**src/rtl/booth_mult_seq_if.sv**
```systemverilog
// booth_mult_seq_if: operand/product valid-ready bundle for booth_mult_seq.
// acc_in is present only when BOOTH_MAC_EN is defined.
interface booth_mult_seq_if #(
   parameter int WIDTH = 16
);
   logic                 in_valid;
   logic                 in_ready;
   logic [WIDTH-1:0]     a;
   logic [WIDTH-1:0]     b;
`ifdef BOOTH_MAC_EN
   logic [2*WIDTH-1:0]   acc_in;
`endif
   logic                 out_valid;
   logic                 out_ready;
   logic [2*WIDTH-1:0]   p;
   logic                 busy;

`ifdef BOOTH_MAC_EN
   modport master (
      output in_valid, a, b, acc_in, out_ready,
      input  in_ready, out_valid, p, busy
   );
   modport slave (
      input  in_valid, a, b, acc_in, out_ready,
      output in_ready, out_valid, p, busy
   );
`else
   modport master (
      output in_valid, a, b, out_ready,
      input  in_ready, out_valid, p, busy
   );
   modport slave (
      input  in_valid, a, b, out_ready,
      output in_ready, out_valid, p, busy
   );
`endif
endinterface

```
**src/rtl/booth_mult_seq.sv**
```systemverilog
// booth_mult_seq: iterative radix-4 Booth multiplier, one digit per clock.
// Optional BOOTH_MAC_EN: accumulator seeded from acc_in (p = a*b + acc_in).
module booth_mult_seq #(
   parameter int WIDTH = 16
) (
   input logic             clk,
   input logic             rst,
   booth_mult_seq_if.slave bus
);
   localparam int PW = 2*WIDTH;
   localparam int AW = PW + 1;
   localparam int CW = $clog2(WIDTH/2) + 1;
   localparam logic [CW-1:0] LAST = CW'(WIDTH/2 - 1);

   typedef enum logic [1:0] {IDLE, RUN, DONE} state_t;

   state_t               state, state_nxt;
   logic signed [AW-1:0] acc, areg, pp, sum, acc_init;
   logic [WIDTH:0]       breg;
   logic [CW-1:0]        count;
   logic [PW-1:0]        p_q;
   logic                 accept, last;

   always_ff @(posedge clk) begin
      if (rst) state <= IDLE;
      else     state <= state_nxt;
   end

   always_comb begin
      state_nxt     = state;
      bus.in_ready  = 1'b0;
      bus.busy      = 1'b0;
      bus.out_valid = 1'b0;
      accept        = 1'b0;
      last          = 1'b0;
      unique case (state)
         IDLE: begin
            bus.in_ready = 1'b1;
            if (bus.in_valid) begin
               accept    = 1'b1;
               state_nxt = RUN;
            end
         end
         RUN: begin
            bus.busy = 1'b1;
            if (count == LAST) begin
               last      = 1'b1;
               state_nxt = DONE;
            end
         end
         DONE: begin
            bus.out_valid = 1'b1;
            if (bus.out_ready) state_nxt = IDLE;
         end
         default: state_nxt = IDLE;
      endcase
   end

`ifdef BOOTH_MAC_EN
   assign acc_init = {bus.acc_in[PW-1], bus.acc_in};
`else
   assign acc_init = '0;
`endif

   // areg already carries the 4^i weight, so the triplet picks a multiple of it
   always_comb begin
      pp = '0;
      unique case (breg[2:0])
         3'b001, 3'b010: pp = areg;
         3'b011:         pp = areg <<< 1;
         3'b100:         pp = -(areg <<< 1);
         3'b101, 3'b110: pp = -areg;
         default:        pp = '0;
      endcase
   end

   assign sum = acc + pp;

   always_ff @(posedge clk) begin
      if (rst) begin
         acc   <= '0;
         areg  <= '0;
         breg  <= '0;
         count <= '0;
         p_q   <= '0;
      end else if (accept) begin
         acc   <= acc_init;
         areg  <= {{(WIDTH+1){bus.a[WIDTH-1]}}, bus.a};
         breg  <= {bus.b, 1'b0};
         count <= '0;
      end else if (state == RUN) begin
         acc   <= sum;
         areg  <= areg <<< 2;
         breg  <= breg >> 2;
         count <= count + 1'b1;
         if (last) p_q <= sum[PW-1:0];
      end
   end

   assign bus.p = p_q;
endmodule

```
**src/flat_wrapper.sv**
```systemverilog
// flat-port wrapper written by rule: the top's interface ports become plain ports
module booth_mult_seq_flat 
#(
   parameter int WIDTH = 16
)
  (clk, rst, bus_in_valid, bus_a, bus_b, bus_out_ready, bus_in_ready, bus_out_valid, bus_p, bus_busy);
  booth_mult_seq_if #(.WIDTH(WIDTH)) bus_i ();
  input logic clk;
  input logic rst;
  input wire logic [$bits(bus_i.in_valid)-1:0] bus_in_valid;
  input wire logic [$bits(bus_i.a)-1:0] bus_a;
  input wire logic [$bits(bus_i.b)-1:0] bus_b;
  input wire logic [$bits(bus_i.out_ready)-1:0] bus_out_ready;
  output wire logic [$bits(bus_i.in_ready)-1:0] bus_in_ready;
  output wire logic [$bits(bus_i.out_valid)-1:0] bus_out_valid;
  output wire logic [$bits(bus_i.p)-1:0] bus_p;
  output wire logic [$bits(bus_i.busy)-1:0] bus_busy;
  assign bus_i.in_valid = bus_in_valid;
  assign bus_i.a = bus_a;
  assign bus_i.b = bus_b;
  assign bus_i.out_ready = bus_out_ready;
  assign bus_in_ready = bus_i.in_ready;
  assign bus_out_valid = bus_i.out_valid;
  assign bus_p = bus_i.p;
  assign bus_busy = bus_i.busy;
  booth_mult_seq #(.WIDTH(WIDTH)) u_core (.clk(clk), .rst(rst), .bus(bus_i));
endmodule
```
**config.mk**
```make
export PLATFORM = sky130hd
export DESIGN_NAME = booth_mult_seq_flat
export DESIGN_NICKNAME = d
export VERILOG_FILES = /design/src/rtl/booth_mult_seq_if.sv /design/src/rtl/booth_mult_seq.sv /design/src/flat_wrapper.sv
export SDC_FILE = /design/constraint.sdc
export NUM_CORES = 1
export LEC_CHECK = 0
export CELL_PAD_IN_SITES_DETAIL_PLACEMENT = 1
export CELL_PAD_IN_SITES_GLOBAL_PLACEMENT = 2
export CORE_ASPECT_RATIO = 0.75
export CORE_MARGIN = 3
export CORE_UTILIZATION = 37
export CTS_BUF_LIST = sky130_fd_sc_hd__clkbuf_16
export CTS_CLUSTER_DIAMETER = 50
export CTS_CLUSTER_SIZE = 25
export DETAILED_ROUTE_END_ITERATION = 6
export GPL_ROUTABILITY_DRIVEN = 0
export PLACE_DENSITY_LB_ADDON = 0.2
export SKIP_CTS_REPAIR_TIMING = 1
export SYNTH_ARGS = -nofsm -noshare
export SYNTH_HDL_FRONTEND = slang
export SYNTH_SLANG_ARGS = --single-unit
export TNS_END_PERCENT = 100
```
**constraint.sdc**
```tcl
create_clock -name clk -period 14.3 [get_ports clk]
set_clock_uncertainty 0.05 [all_clocks]
set_input_delay 3.575 -clock clk [delete_from_list [all_inputs] [get_ports clk]]
set_output_delay 3.575 -clock clk [all_outputs]
set_load 0.05 [all_outputs]
```
==> impl_results.md, run 1 <==
- Detail Placement HPWL: 17480 um
- Mapped Area: 0.007919 mm^2
- Power per cell area: 105.4 mW/mm^2
- Synth Flop Type: dfxtp_1
- CTS clk-pin slew, worst paths: 0.06 ns
- Setup TNS: 0 ns
- DIE AREA: 0.02321 mm^2
- CTS sink cnt: 119
- Asr flop ratio synth: 0%
- Fmax: 165.7 MHz
- Final ANT Viol Nets: 0
- Hold Slack: 0.4038 ns
- Reg2Reg Setup Slack: 9.02 ns
- Detailed Routing Iterations Pass 1: 4
- Critical path's slowest cell: clkdlybuf4s50_1
- XOR/XNOR share of the synthesized area: 7.948%
- Avg WL per Cell: 18.45 um
- CTS buffer count: 17
- Die Ht: 132.7 um
- Cell Rows: 45
- Worst setup SP type: register
- Mapped Nets: 1135
- Detailed-route via count: 7834
- Worst hold path depth: 2
- Post-synthesis sequential element count: 119
- Worst Path Required: 10.68 ns
- Longest Clk Path Bufs: 2
- Post-synthesis compound-gate area fraction: 26.88%
- Area leader, netlist: dfxtp_1
- Largest net degree at the start of global routing: 80
- Initial antenna violation count: 0
- Status: finished clean
- Critical path class: reg -> out
- Seq/Total Area, Yosys: 30.08%
- Max-Slew Margin vs Limit: 20.35%
- Adder-Cell Fraction of Synth Area: 5.467%
- Most common cell in the netlist: nand2_1
- CTS H-tree lvls: 4
- DRC viols: 0
- Actual slew at the worst max-slew pin: 1.186 ns
- Largest family of logic cells by synthesized area: compound AO/OA/AOI/OAI gates
- Endpoints failing hold: 0
- Synth cell types: 70
- Worst Setup End Kind: primary output
- Vias in the first global route: 7504
- Area share of the largest cell type after synthesis: 30.08%
- Port Buffer Count: 70
- Worst Hold Class: reg -> reg
- Die width: 174.9 um
- RSZ-0062 raised after global routing: false
- Finish-stage setup viols: 0
- WP data arrival: 2.41 ns
- Layout Nets: 1142
- Period utilisation layout: 42.21%
- Peak supply drop: 0.07031 mV
- Initial Util: 38.43%
- Grt ovf: 0
- Fin. max-slew vios: 0
- Global Route Usage Sum: 21.70%
- Post-synthesis mux area share: 1.153%
- Worst path cell trace: nand2b_1 > inv_2 > clkdlybuf4s50_1
- Root cell of the clock tree: clkbuf_16
- DRT iter0 DRCs: 489
- DR vias/cell: 5.731
- Layout cells sized above 1: 6.175%
- R2R cell count: 17
- First-pass GRT wire length: 41030 um
- Post-synthesis simple-gate area fraction: 23.05%
- CTS tree: yes
- Yosys warnings: 0
- Number of enable flip-flop cells after synthesis: 0
- Worst-Skew Late Latency: 0.43 ns
- I/O pin count: 71
- Seq. cell area: 0.002382 mm^2
- Synth top cells by count: 183 x nand2_1, 121 x a21oi_1, 119 x dfxtp_1
- Synth top area cells: dfxtp_1 30%, nand2_1 8.7%, a21oi_1 7.6%
- Leakage: 3.396 nW
- Maxcap violations: 0
- Area grow syn2layout: 16.94%
- Post-layout minimum cycle time: 6.037 ns
- Post-Route WL: 25220 um
- Critical Path Fanout Max: 41
- Avg Cell Area, Syn: 7.436 um^2
- Core area: 0.02061 mm^2
- Critical Path Max Stage Delay: 0.94 ns
- Mapped Cells: 1065
- Fill count: 2592
- Multi-input gate area: 0.005115 mm^2
- Antenna fix cells: 0
final timing paths:
check	start	to
worst max-delay path	u_core.state[1]	bus_busy
worst min-delay path	u_core.bus.p[22]	u_core.bus.p[22]
worst max register to register	u_core.areg[2]	u_core.acc[29]
worst min register to register	u_core.bus.p[22]	u_core.bus.p[22]
state kept, by name, summed over array words and instances, names as in the netlist:
register / cells
u_core.acc: 32
u_core.areg: 32
u_core.bus.p: 32
u_core.breg: 17
u_core.count: 4
u_core.state: 2
metal layers:
layer / up-vias / part of all wire [%] / GRT usage [%]
met3: 21 / 3.7 / 3.901
met1: 3824 / 51 / 31.60
met4: 0 / 1.6 / 5.580
met2: 132 / 44 / 33.05
met5: - / 0 / 0
li1: 3857 / - / -
where the power goes:
part | internal, mW | switching (mW) | leakage (nW)
Clock | 0.243 | 0.180 | 0.275
Combinational | 0.0719 | 0.118 | 2.15
Sequential | 0.344 | 0.0189 | 0.968
cell families (layout without fill, tap and decap cells):
group           Yosys count  after routing
simple gates            394            394
compound gates          331            331
flops                   119            119
buf+inv                 107            127
xor+xnor                 71             71
fa+ha+maj                34             34
mux                       9              9
layout make-up:
type                            count  share of cell area (%)
Sequential cell                   119                   25.73
Inverter                           12                  0.4864
Clock buffer                       17                   4.594
Timing Repair Buffer               83                   8.566
Multi-Input combinational cell    839                   55.24
Tap cell                          282                   3.810
Clock inverter                     15                   1.581
worst max-delay path: cells and delay by family, from the launching register on:
kind	cells	cell delay (ns)
flops	1	0.33
simple gates	1	0.17
buf+inv	2	1.48
metrics by stage:
step / area (um^2) / utilization (%) / setup slack [ns] / std cells / power, mW
4_1_cts: 9260 / 44.94 / 8.228 / 1367 / 0.9857
3_5_place_dp: 8688 / 42.16 / 8.357 / 1335 / 0.5584
3_3_place_gp: 8688 / 42.16 / 8.400 / 1335 / 0.5557
2_1_floorplan: 7919 / - / 9.162 / 1065 / 0.5052
6_report: 9260 / 44.94 / 8.263 / 1367 / 0.9757
5_1_grt: 9260 / 44.94 / 8.155 / 1367 / 1.024
layout by cell type, fill, tap and decap left out, types with 6 or more instances in the layout:
master,Yosys,routed
a211oi_1,13,13
or3_1,15,15
a22oi_1,32,32
nand2b_1,8,8
nand4_1,8,8
nor3_1,25,24
xor2_1,30,30
ha_1,33,33
nand3_1,38,38
o211ai_1,6,6
nor2b_1,7,7
a31oi_1,11,11
clkdlybuf4s50_1,0,69
dfxtp_1,119,119
clkbuf_16,0,17
or4_1,6,6
o22ai_1,8,8
xnor2_1,40,40
nand2_1,183,183
a21oi_1,121,121
buf_4,1,13
nor2_1,72,71
a21o_1,15,15
inv_1,12,12
mux2i_1,8,8
and3_1,9,9
o21ai_0,51,51
a221oi_1,31,31
Power figures use the tool's default switching activity.
==> inputs of run 2 (changes only) <==
Settings changed: CORE_UTILIZATION 37 to 31.
Clock period 14.3 ns to 5.21 ns, I/O delays scaled along.
==> impl_results.md, run 2 (same netlist as run 1, synthesis figures left out) <==
- Status: finished clean
- Critical Path Max Stage Delay: 0.55 ns
- Fmax: 205.2 MHz
- Actual slew at the worst max-slew pin: 0.9213 ns
- Longest Clk Path Bufs: 2
- Vias in the first global route: 7834
- Layout cells sized above 1: 8.303%
- Initial antenna violation count: 0
- Commonest non-fill, non-tap cells in the layout: 183 x nand2_1, 121 x a21oi_1, 119 x dfxtp_1
- CTS buffer count: 17
- Initial Util: 32.29%
- DRT iter0 DRCs: 430
- Grt ovf: 0
- Port Buffer Count: 70
- Root cell of the clock tree: clkbuf_16
- Final WS setup: 0.3363 ns
- DRC viols: 0
- Antenna fix cells: 0
- Critical path class: reg -> reg
- Most common cell after layout, fill and taps aside: nand2_1
- RSZ-0062 raised after global routing: false
- Peak supply drop: 0.2286 mV
- Worst-Skew Late Latency: 0.44 ns
- Seq. cell area: 0.002382 mm^2
- Worst Path Required: 5.48 ns
- Worst setup SP type: register
- CTS sink cnt: 119
- Cell Rows: 49
- Fill count: 3006
- Die width: 190.6 um
- Worst r2r src: u_core.areg[3]
- Finish-stage setup viols: 0
- Buffers and inverters on the worst path: 0
- Core area: 0.02452 mm^2
- Post-Route WL: 26870 um
- CTS H-tree lvls: 4
- Detailed-route via count: 7838
- Dpl ws: 0.3901 ns
- Layout Nets: 1165
- Detailed Routing Iterations Pass 1: 5
- DR vias/cell: 5.447
- Post-layout minimum cycle time: 4.874 ns
- Fin. max-slew vios: 0
- Critical Path Start: u_core.areg[3]
- Global Route Usage Sum: 19.94%
- Setup TNS: 0 ns
- Multi-input gate area: 0.005121 mm^2
- Worst path cell trace: or3_4 > or4_1 > or3_1 > nor3_2 > xnor2_1 > mux2_2 > a32oi_1 > a21oi_1 > ha_1 > o21ai_0 > a22oi_1 > nand3_1 > a211o_1 > a21oi_1 > o2111ai_1 > and3_1 > a311o_1
- Design Power: 2.750 mW
- WP data arrival: 5.15 ns
- CTS clk-pin slew, worst paths: 0.06 ns
- Max-Slew Margin vs Limit: 38.58%
- Area grow syn2layout: 20.24%
- Worst Hold Class: reg -> reg
- Period utilisation layout: 93.55%
- First-pass GRT wire length: 43390 um
- DIE AREA: 0.02752 mm^2
- Final ANT Viol Nets: 0
- Most used cell, CP: a21oi_1
- Critical path's slowest cell: or4_1
- Maxcap violations: 0
- Hold Path Origin: u_core.bus.p[22]
- CTS tree: yes
- Power per cell area: 288.8 mW/mm^2
- Die Ht: 144.4 um
- Endpoints failing hold: 0
- Detail Placement HPWL: 19050 um
- Largest net degree at the start of global routing: 78
- Worst Setup End Kind: register
- Avg WL per Cell: 18.67 um
- Critical Path Fanout Max: 10
- Leakage: 3.518 nW
- I/O pin count: 71
- Worst path top cell family by delay: simple AND/OR/NAND/NOR gates
-- run 2: final cells by class --
cell class | count | area share, %
inverter | 12 | 0.4731
clock buffer | 17 | 4.468
clock inverter | 15 | 1.761
timing repair buffer | 106 | 10.14
tap | 331 | 4.350
multi-input combinational | 839 | 53.78
sequential | 119 | 25.02
-- run 2: through the flow --
step / std cells / util [%] / area [um^2] / hold slack (ns)
after detailed placement: 1407 / 36.38 / 8922 / 0.3975
after CTS: 1439 / 38.80 / 9515 / 0.4054
after floorplan: 1065 / - / 7919 / 0.3788
after global placement: 1407 / 36.38 / 8922 / 0.3956
final: 1439 / 38.83 / 9522 / 0.4052
after global routing: 1439 / 38.83 / 9522 / 0.4246
-- run 2: where the power goes --
group | switching, mW | internal (mW)
combinational | 0.332 | 0.212
clock | 0.499 | 0.714
sequential | 0.0501 | 0.944
total | 0.881 | 1.87
-- run 2: path summary, 6_finish.rpt --
check / end / slack [ns] / depth (start not counted)
worst min register to register: u_core.bus.p[22] / 0.41 / 2
worst min-delay path: u_core.bus.p[22] / 0.41 / 2
worst max-delay path: u_core.bus.p[28] / 0.34 / 17
worst max register to register: u_core.bus.p[28] / 0.34 / 17
-- run 2: worst register-to-register path: stages, from the launching register on --
cell and delay [ns]:
dfxtp_1 0.41, or3_4 0.42, or4_1 0.55, or3_1 0.40, nor3_2 0.15, xnor2_1 0.10, mux2_2 0.27, a32oi_1 0.15
a21oi_1 0.10, ha_1 0.35, o21ai_0 0.09, a22oi_1 0.23, nand3_1 0.14, a211o_1 0.35, a21oi_1 0.24, o2111ai_1 0.27
and3_1 0.23, a311o_1 0.26
-- run 2: routing by layer --
layer	global-route usage (%)	share of wire [%]	wire length, um
met5	0	0	0
met2	31.97	44	11940
met3	3.465	2.9	775
met1	28.14	52	13890
met4	4.554	0.98	262
==> inputs of run 3 (changes only) <==
Settings changed: CELL_PAD_IN_SITES_DETAIL_PLACEMENT 1 to 0, CELL_PAD_IN_SITES_GLOBAL_PLACEMENT 2 to 1, CORE_UTILIZATION 31 to 39, SETUP_SLACK_MARGIN set to 0.1.
==> impl_results.md, run 3 (same netlist as run 1, synthesis figures left out) <==
- Status: finished clean
- Initial antenna violation count: 0
- Avg WL per Cell: 17.54 um
- Layout cells sized above 1: 7.993%
- Post-layout minimum cycle time: 4.780 ns
- Sequential share of power: 37.0%
- Worst-Skew Late Latency: 0.43 ns
- Sw power: 0.8643 mW
- Antenna fix cells: 0
- Most common cell after layout, fill and taps aside: nand2_1
- Grt ovf: 0
- Detail Placement HPWL: 16320 um
- I/O pin count: 71
- Fin. max-slew vios: 0
- CTS H-tree lvls: 4
- DRT iter0 DRCs: 663
- Final ANT Viol Nets: 0
- DIE AREA: 0.02207 mm^2
- Critical Path Fanout Max: 10
- Switching Share: 32.23%
- Leakage: 3.474 nW
- Setup TNS: 0 ns
- Cell Rows: 44
- Longest Clk Path Bufs: 2
- Port Buffer Count: 70
- Actual slew at the worst max-slew pin: 0.8937 ns
- Comb pwr share: 19.7%
- Largest net degree at the start of global routing: 79
- WP data arrival: 5.05 ns
- Die Ht: 129.4 um
- Worst Setup End Kind: register
- CTS tree: yes
- Worst setup SP type: register
- Worst Path Required: 5.48 ns
- Maxcap violations: 0
- Initial Util: 40.29%
- CTS buffer count: 17
- Seq. cell area: 0.002384 mm^2
- Detailed Routing Iterations Pass 1: 5
- Root cell of the clock tree: clkbuf_16
- Layout Nets: 1158
- Peak supply drop: 0.1260 mV
- Fill count: 1975
- CTS clk-pin slew, worst paths: 0.06 ns
- Commonest non-fill, non-tap cells in the layout: 183 x nand2_1, 120 x a21oi_1, 118 x dfxtp_1
- Power per cell area: 286.2 mW/mm^2
- Area grow syn2layout: 18.31%
- Core area: 0.01965 mm^2
- Die width: 170.5 um
- Detailed-route via count: 7733
- Fmax: 209.2 MHz
- Multi-input gate area: 0.005145 mm^2
- Worst Hold Class: reg -> reg
- Design Power: 2.682 mW
- CTS sink cnt: 119
- Critical path class: reg -> reg
- DR vias/cell: 5.711
- Max-Slew Margin vs Limit: 40.42%
- Vias in the first global route: 7216
- DRC viols: 0
- Global Route Usage Sum: 21.66%
- Period utilisation layout: 91.76%
- First-pass GRT wire length: 38440 um
- Clock Power Share: 43.2%
- Post-Route WL: 23750 um
- RSZ-0062 raised after global routing: false
- Finish-stage setup viols: 0
- P_int: 1.817 mW
- Endpoints failing hold: 0
## run 3: layout make-up
type | instances | area share [%]
multi-input combinational | 839 | 54.91
sequential | 119 | 25.44
timing repair buffer | 99 | 9.749
clock buffer | 17 | 4.541
tap | 253 | 3.379
clock inverter | 15 | 1.496
inverter | 12 | 0.4808
## run 3: worst max-delay path, stage by stage, from the launching register on
cell and delay (ns):
dfxtp_2 0.38, or3_4 0.40, or4_1 0.54, or3_1 0.41
nor3_2 0.15, xnor2_1 0.10, mux2_2 0.28, a32oi_1 0.14
a21oi_1 0.10, ha_1 0.34, a21oi_1 0.21, nand2_1 0.06
or3_1 0.33, o211ai_1 0.31, a21o_1 0.23, a31oi_2 0.14
nor4b_1 0.17, a311o_1 0.33
## run 3: per-layer routing
| layer | wire [um] | part of all wire (%) | global-route usage (%) | vias to the layer above |
|---|---|---|---|---|
| met2 | 10340 | 44 | 33.03 | 167 |
| met4 | 348 | 1.5 | 5.866 | 0 |
| met5 | 0 | 0 | 0 | - |
| met3 | 967 | 4.1 | 3.660 | 25 |
| li1 | - | - | - | 3877 |
| met1 | 12100 | 51 | 31.65 | 3664 |
## run 3: power by group through the flow
| stage | logic (mW) | clock network (mW) | registers (mW) |
|---|---|---|---|
| final | 0.529 | 1.16 | 0.993 |
| after global routing | 0.586 | 1.22 | 0.999 |
| after CTS | 0.526 | 1.18 | 0.992 |
| after detailed placement | 0.524 | 0 | 1.01 |
| after global placement | 0.526 | 0 | 1.01 |
| after floorplan | 0.410 | 0 | 0.976 |
## run 3: metrics by stage
step / cell area (um^2) / worst slack (ns) / std cells / hold slack (ns) / utilization [%]
final: 9369 / 0.4295 / 1354 / 0.4032 / 47.67
after global routing: 9369 / 0.1047 / 1354 / 0.4206 / 47.67
after CTS: 9338 / 0.3400 / 1354 / 0.4057 / 47.51
after detailed placement: 8772 / 0.3607 / 1322 / 0.3965 / 44.63
after global placement: 8772 / 0.4684 / 1322 / 0.3946 / 44.63
after floorplan: 7919 / 0.7371 / 1065 / 0.3788 / -
## run 3: final timing paths
path,cells after the start,slack (ns),start,end
max,17,0.43,u_core.areg[3],u_core.acc[29]
min,2,0.40,u_core.bus.p[8],u_core.bus.p[8]
max reg2reg,17,0.43,u_core.areg[3],u_core.acc[29]
min reg2reg,2,0.40,u_core.bus.p[8],u_core.bus.p[8]
==> RTL change 1, RTL diff (config.mk and constraints of run 3) <==
The 3 states of `state_t` get a one-hot encoding in 3 bits.
--- a/src/rtl/booth_mult_seq.sv
+++ b/src/rtl/booth_mult_seq.sv
@@ -14,3 +14,3 @@
 
-   typedef enum logic [1:0] {IDLE, RUN, DONE} state_t;
+   typedef enum logic [2:0] {IDLE = 3'b001, RUN = 3'b010, DONE = 3'b100} state_t;
 
Function: no difference found for any inputs over 4 cycles, from zero or initial values and one cycle with rst high; so few cycles prove little.
==> RTL change 1 against run 3 <==
Total power rose by 2.8%; largest power group unchanged; wire length shrank 4.6%; sequential share of layout area increased by 0.054 points; setup slack got worse by 160 ps; synthesized area fell by 0.32%; critical endpoint is now u_core.acc[30]$_SDFFE_PP0P_; global-route usage decreased by 1.1 points; highest routed layer unchanged; sequential cell count grew 1; final area up 0.57%.
==> RTL change 1: results <==
INSERT INTO impl_metrics (metric_group, metric, value, unit) VALUES
('finish', 'buffers_excl_clock', '107', ''),
('power', 'p_comb_share', '20.9', '%'),
('global_routing', 'grt_pass1_vias', '6800', ''),
('logic_synthesis', 'yosys_register_bits', '120', ''),
('finish', 'num-nonclk-inverters', '14', ''),
('finish', 'clockNetworkAreaShare', '6.11', '%'),
('finish', 'register_area', '0.00240', 'mm^2'),
('place', 'place.detailed.hpwl', '15700', 'um'),
('critical_path', 'launch_point_of_the_worst_reg_to_reg_path', 'u_core.areg[11]$_SDFFE_PP0P_', ''),
('finish', 'signal_buffer_area_fraction', '10.3', '%'),
('global_routing', 'grt_start_max_net_pins', '85', ''),
('place', 'post-place-cells', '1347', ''),
('run_status', 'status', 'complete, no violations', ''),
('logic_synthesis', 'ys_seq_area_share', '30.4', '%'),
('finish', 'ratio_of_cells_with_drive_above_1_in_the_final_layout', '8.24', '%'),
('logic_synthesis', 'synth_top_cells_by_area', 'dfxtp_1, nand2_1, a21oi_1', ''),
('global_routing', 'track_usage', '20.5', '%'),
('power', 'power.share.clock', '42.6', '%'),
('finish', 'multi_input_area_share', '54.1', '%'),
('power', 'net-switching-power', '0.867', 'mW');
[RTL change 1: cell types whose count changed in the layout (fill, tap and decap cells not counted), moves of 15 or more]
cell,change
nand2_1,+52
a22oi_1,-21
nor2_1,+19
a21oi_1,-25
a221oi_1,-20
nand3_1,-15
a311oi_1,+28
[RTL change 1: worst max-delay path by stage]
stage	startpoint	to	slack [ps]
2_1_floorplan	u_core.areg[12]$_SDFFE_PP0P_	u_core.acc[30]$_SDFFE_PP0P_	190
6_report	u_core.areg[11]$_SDFFE_PP0P_	u_core.acc[30]$_SDFFE_PP0P_	270
3_5_place_dp	u_core.areg[11]$_SDFFE_PP0P_	u_core.acc[30]$_SDFFE_PP0P_	170
3_3_place_gp	u_core.areg[11]$_SDFFE_PP0P_	u_core.acc[30]$_SDFFE_PP0P_	220
4_1_cts	u_core.areg[11]$_SDFFE_PP0P_	u_core.acc[30]$_SDFFE_PP0P_	170
5_1_grt	u_core.areg[11]$_SDFFE_PP0P_	u_core.acc[30]$_SDFFE_PP0P_	40
[RTL change 1: critical path, delay by kind of cell (launching register included)]
family / cells / cell delay, ps
flip-flops: 1 / 310
AND/OR/NAND/NOR: 6 / 2300
adder cells (fa/ha/maj): 1 / 310
XOR/XNOR: 2 / 350
AO/OA/AOI/OAI: 8 / 1460
[RTL change 1: logic make-up after synthesis]
| logic type | Yosys count | synth area share [%] |
|---|---|---|
| DFF | 120 | 30.4 |
| xor gates and xnor gates | 72 | 7.99 |
| muxes | 4 | 0.523 |
| and+or+nand+nor | 446 | 25.3 |
| buffers and inverters | 110 | 5.45 |
| adders and majority gates | 34 | 5.48 |
| AOI/OAI and AO/OA | 300 | 24.8 |
[RTL change 1: metal layers]
metal	GRT usage, %	wire (um)
met1	31.1	11700
met5	0	0
met3	3.39	900
met4	5.87	303
met2	29.8	9770
==> RTL change 2, RTL diff (settings of run 3) <==
Made on the original files. `WIDTH` is set to 16 in 3 places; all go to 8.
--- a/src/rtl/booth_mult_seq_if.sv
+++ b/src/rtl/booth_mult_seq_if.sv
@@ -3,3 +3,3 @@
 interface booth_mult_seq_if #(
-   parameter int WIDTH = 16
+   parameter int WIDTH = 8
 );
--- a/src/rtl/booth_mult_seq.sv
+++ b/src/rtl/booth_mult_seq.sv
@@ -3,3 +3,3 @@
 module booth_mult_seq #(
-   parameter int WIDTH = 16
+   parameter int WIDTH = 8
 ) (
--- a/src/flat_wrapper.sv
+++ b/src/flat_wrapper.sv
@@ -3,3 +3,3 @@
 #(
-   parameter int WIDTH = 16
+   parameter int WIDTH = 8
 )
Interface: changed (resized bus_a, bus_b and bus_p); port bits go from 71 to 39. No check against the original RTL was run, so the function may have changed too.
==> RTL change 2 against run 3 <==
Final area shrank 50%; setup slack gained 430 ps; die area shrank 48%; cell count shrank 50%; synthesized area shrank 50%; utilization grew 0.44 points; sequential cell count shrank 57; total power shrank 48%; wire length shrank 53%; critical endpoint is now u_core.bus.p[15]$_SDFFE_PP0P_; largest cell class unchanged; highest routed layer unchanged.
==> RTL change 2: results <==
INSERT INTO impl_metrics (metric_group, metric, value, unit) VALUES
('run_status', 'status', 'complete, no violations', ''),
('critical_path', 'crit_arrival', '4500', 'ps'),
('min_path', 'hold_path_end', 'u_core.state[0]$_SDFFE_PP0P_', ''),
('drt', 'first_iter_violations', '252', ''),
('timing', 'setup_ws', '864', 'ps'),
('place', 'post-place-cells', '659', ''),
('clock_network', 'clkLatencyLatePin', '340', 'ps'),
('timing', 'hold-worst-slack', '406', 'ps'),
('global_routing', 'track_usage', '20.2', '%'),
('place', 'place.detailed.hpwl', '7850', 'um'),
('min_path', 'hold_depth', '1', ''),
('global_routing', 'grt_start_max_net_pins', '46', ''),
('drt', 'route.detailed.vias_per_inst', '5.66', ''),
('logic_synthesis', 'yosys.cell_types.count', '60', ''),
('critical_path', 'critical_path_peak_fanout', '9', ''),
('logic_synthesis', 'synth_top_cells_by_area', 'dfxtp_1, nand2_1, a21oi_1', ''),
('logic_synthesis', 'yosys-top-cells-count', 'nand2_1, dfxtp_1, a21oi_1, nor2_1, clkbuf_1', ''),
('finish', 'fin_cells', '675', ''),
('power', 'net-switching-power', '0.417', 'mW'),
('clock_network', 'tritoncts.num_buffers', '9', '');
RTL change 2: changes by cell type in the layout (fill, tap and decap cells not counted), sizes merged, moves of 23 or more:
cell,change
a21oi,-65
clkdlybuf4s50,-31
dfxtp,-57
nand2,-87
nand3,-23
nor2,-27
o21ai,-35
RTL change 2: routing by layer:
layer / GRT usage, % / part of all wire, % / wire length, um / up-vias
met5: 0 / 0 / 0 / -
met4: 5.31 / 1.0 / 114 / 0
met3: 5.56 / 6.3 / 709 / 10
met2: 28.0 / 41 / 4570 / 104
met1: 30.3 / 52 / 5780 / 1799
li1: - / - / - / 1906
RTL change 2: worst max-delay path by stage:
stage	endpoint	startpoint	cells after the start	slack, ps
after floorplan	u_core.bus.p[15]$_SDFFE_PP0P_	u_core.areg[0]$_SDFFE_PP0P_	18	1340
after global placement	u_core.bus.p[15]$_SDFFE_PP0P_	u_core.areg[0]$_SDFFE_PP0P_	17	1140
after detailed placement	u_core.bus.p[15]$_SDFFE_PP0P_	u_core.areg[0]$_SDFFE_PP0P_	17	960
after CTS	u_core.bus.p[15]$_SDFFE_PP0P_	u_core.areg[0]$_SDFFE_PP0P_	17	900
after global routing	u_core.bus.p[15]$_SDFFE_PP0P_	u_core.areg[0]$_SDFFE_PP0P_	17	510
final	u_core.bus.p[15]$_SDFFE_PP0P_	u_core.areg[0]$_SDFFE_PP0P_	17	860
RTL change 2: worst max-delay path, stage by stage, from the launching register on:
cell,delay [ps]
dfxtp_1,370
inv_1,120
ha_1,200
nor3b_2,410
nand2_1,190
or4_1,470
nand2_1,110
xnor2_1,80
a221oi_1,320
a31oi_1,80
ha_1,440
nand4_1,180
a21oi_1,160
a21oi_1,150
o31ai_2,440
nand4b_1,170
a21boi_1,160
nand4_1,110
RTL change 2: layout make-up:
cell class	count	area, um^2	share of cell area (%)
clock buffers	9	225	4.77
clock inverters	7	76.3	1.62
inverters	12	45.0	0.954
multi-input cells	405	2510	53.2
flip-flops and latches	62	1240	26.3
well taps	132	165	3.50
repair buffers	48	455	9.65
RTL change 2: logic make-up after synthesis:
| family | count (synthesis) | share of synthesized area, % |
|---|---|---|
| mux | 7 | 2.14 |
| fa+ha+maj | 19 | 6.16 |
| buf+inv | 55 | 5.66 |
| flops | 62 | 31.2 |
| xor+xnor | 30 | 6.60 |
| compound gates | 152 | 25.4 |
| simple gates | 197 | 22.9 |
RTL change 2: power by group through the flow:
stage / Combinational [mW] / Clock, mW / Sequential, mW
floorplan: 0.206 / 0 / 0.512
global placement: 0.260 / 0 / 0.528
detailed placement: 0.261 / 0 / 0.528
CTS: 0.263 / 0.619 / 0.518
global route: 0.293 / 0.639 / 0.521
finish: 0.264 / 0.604 / 0.518
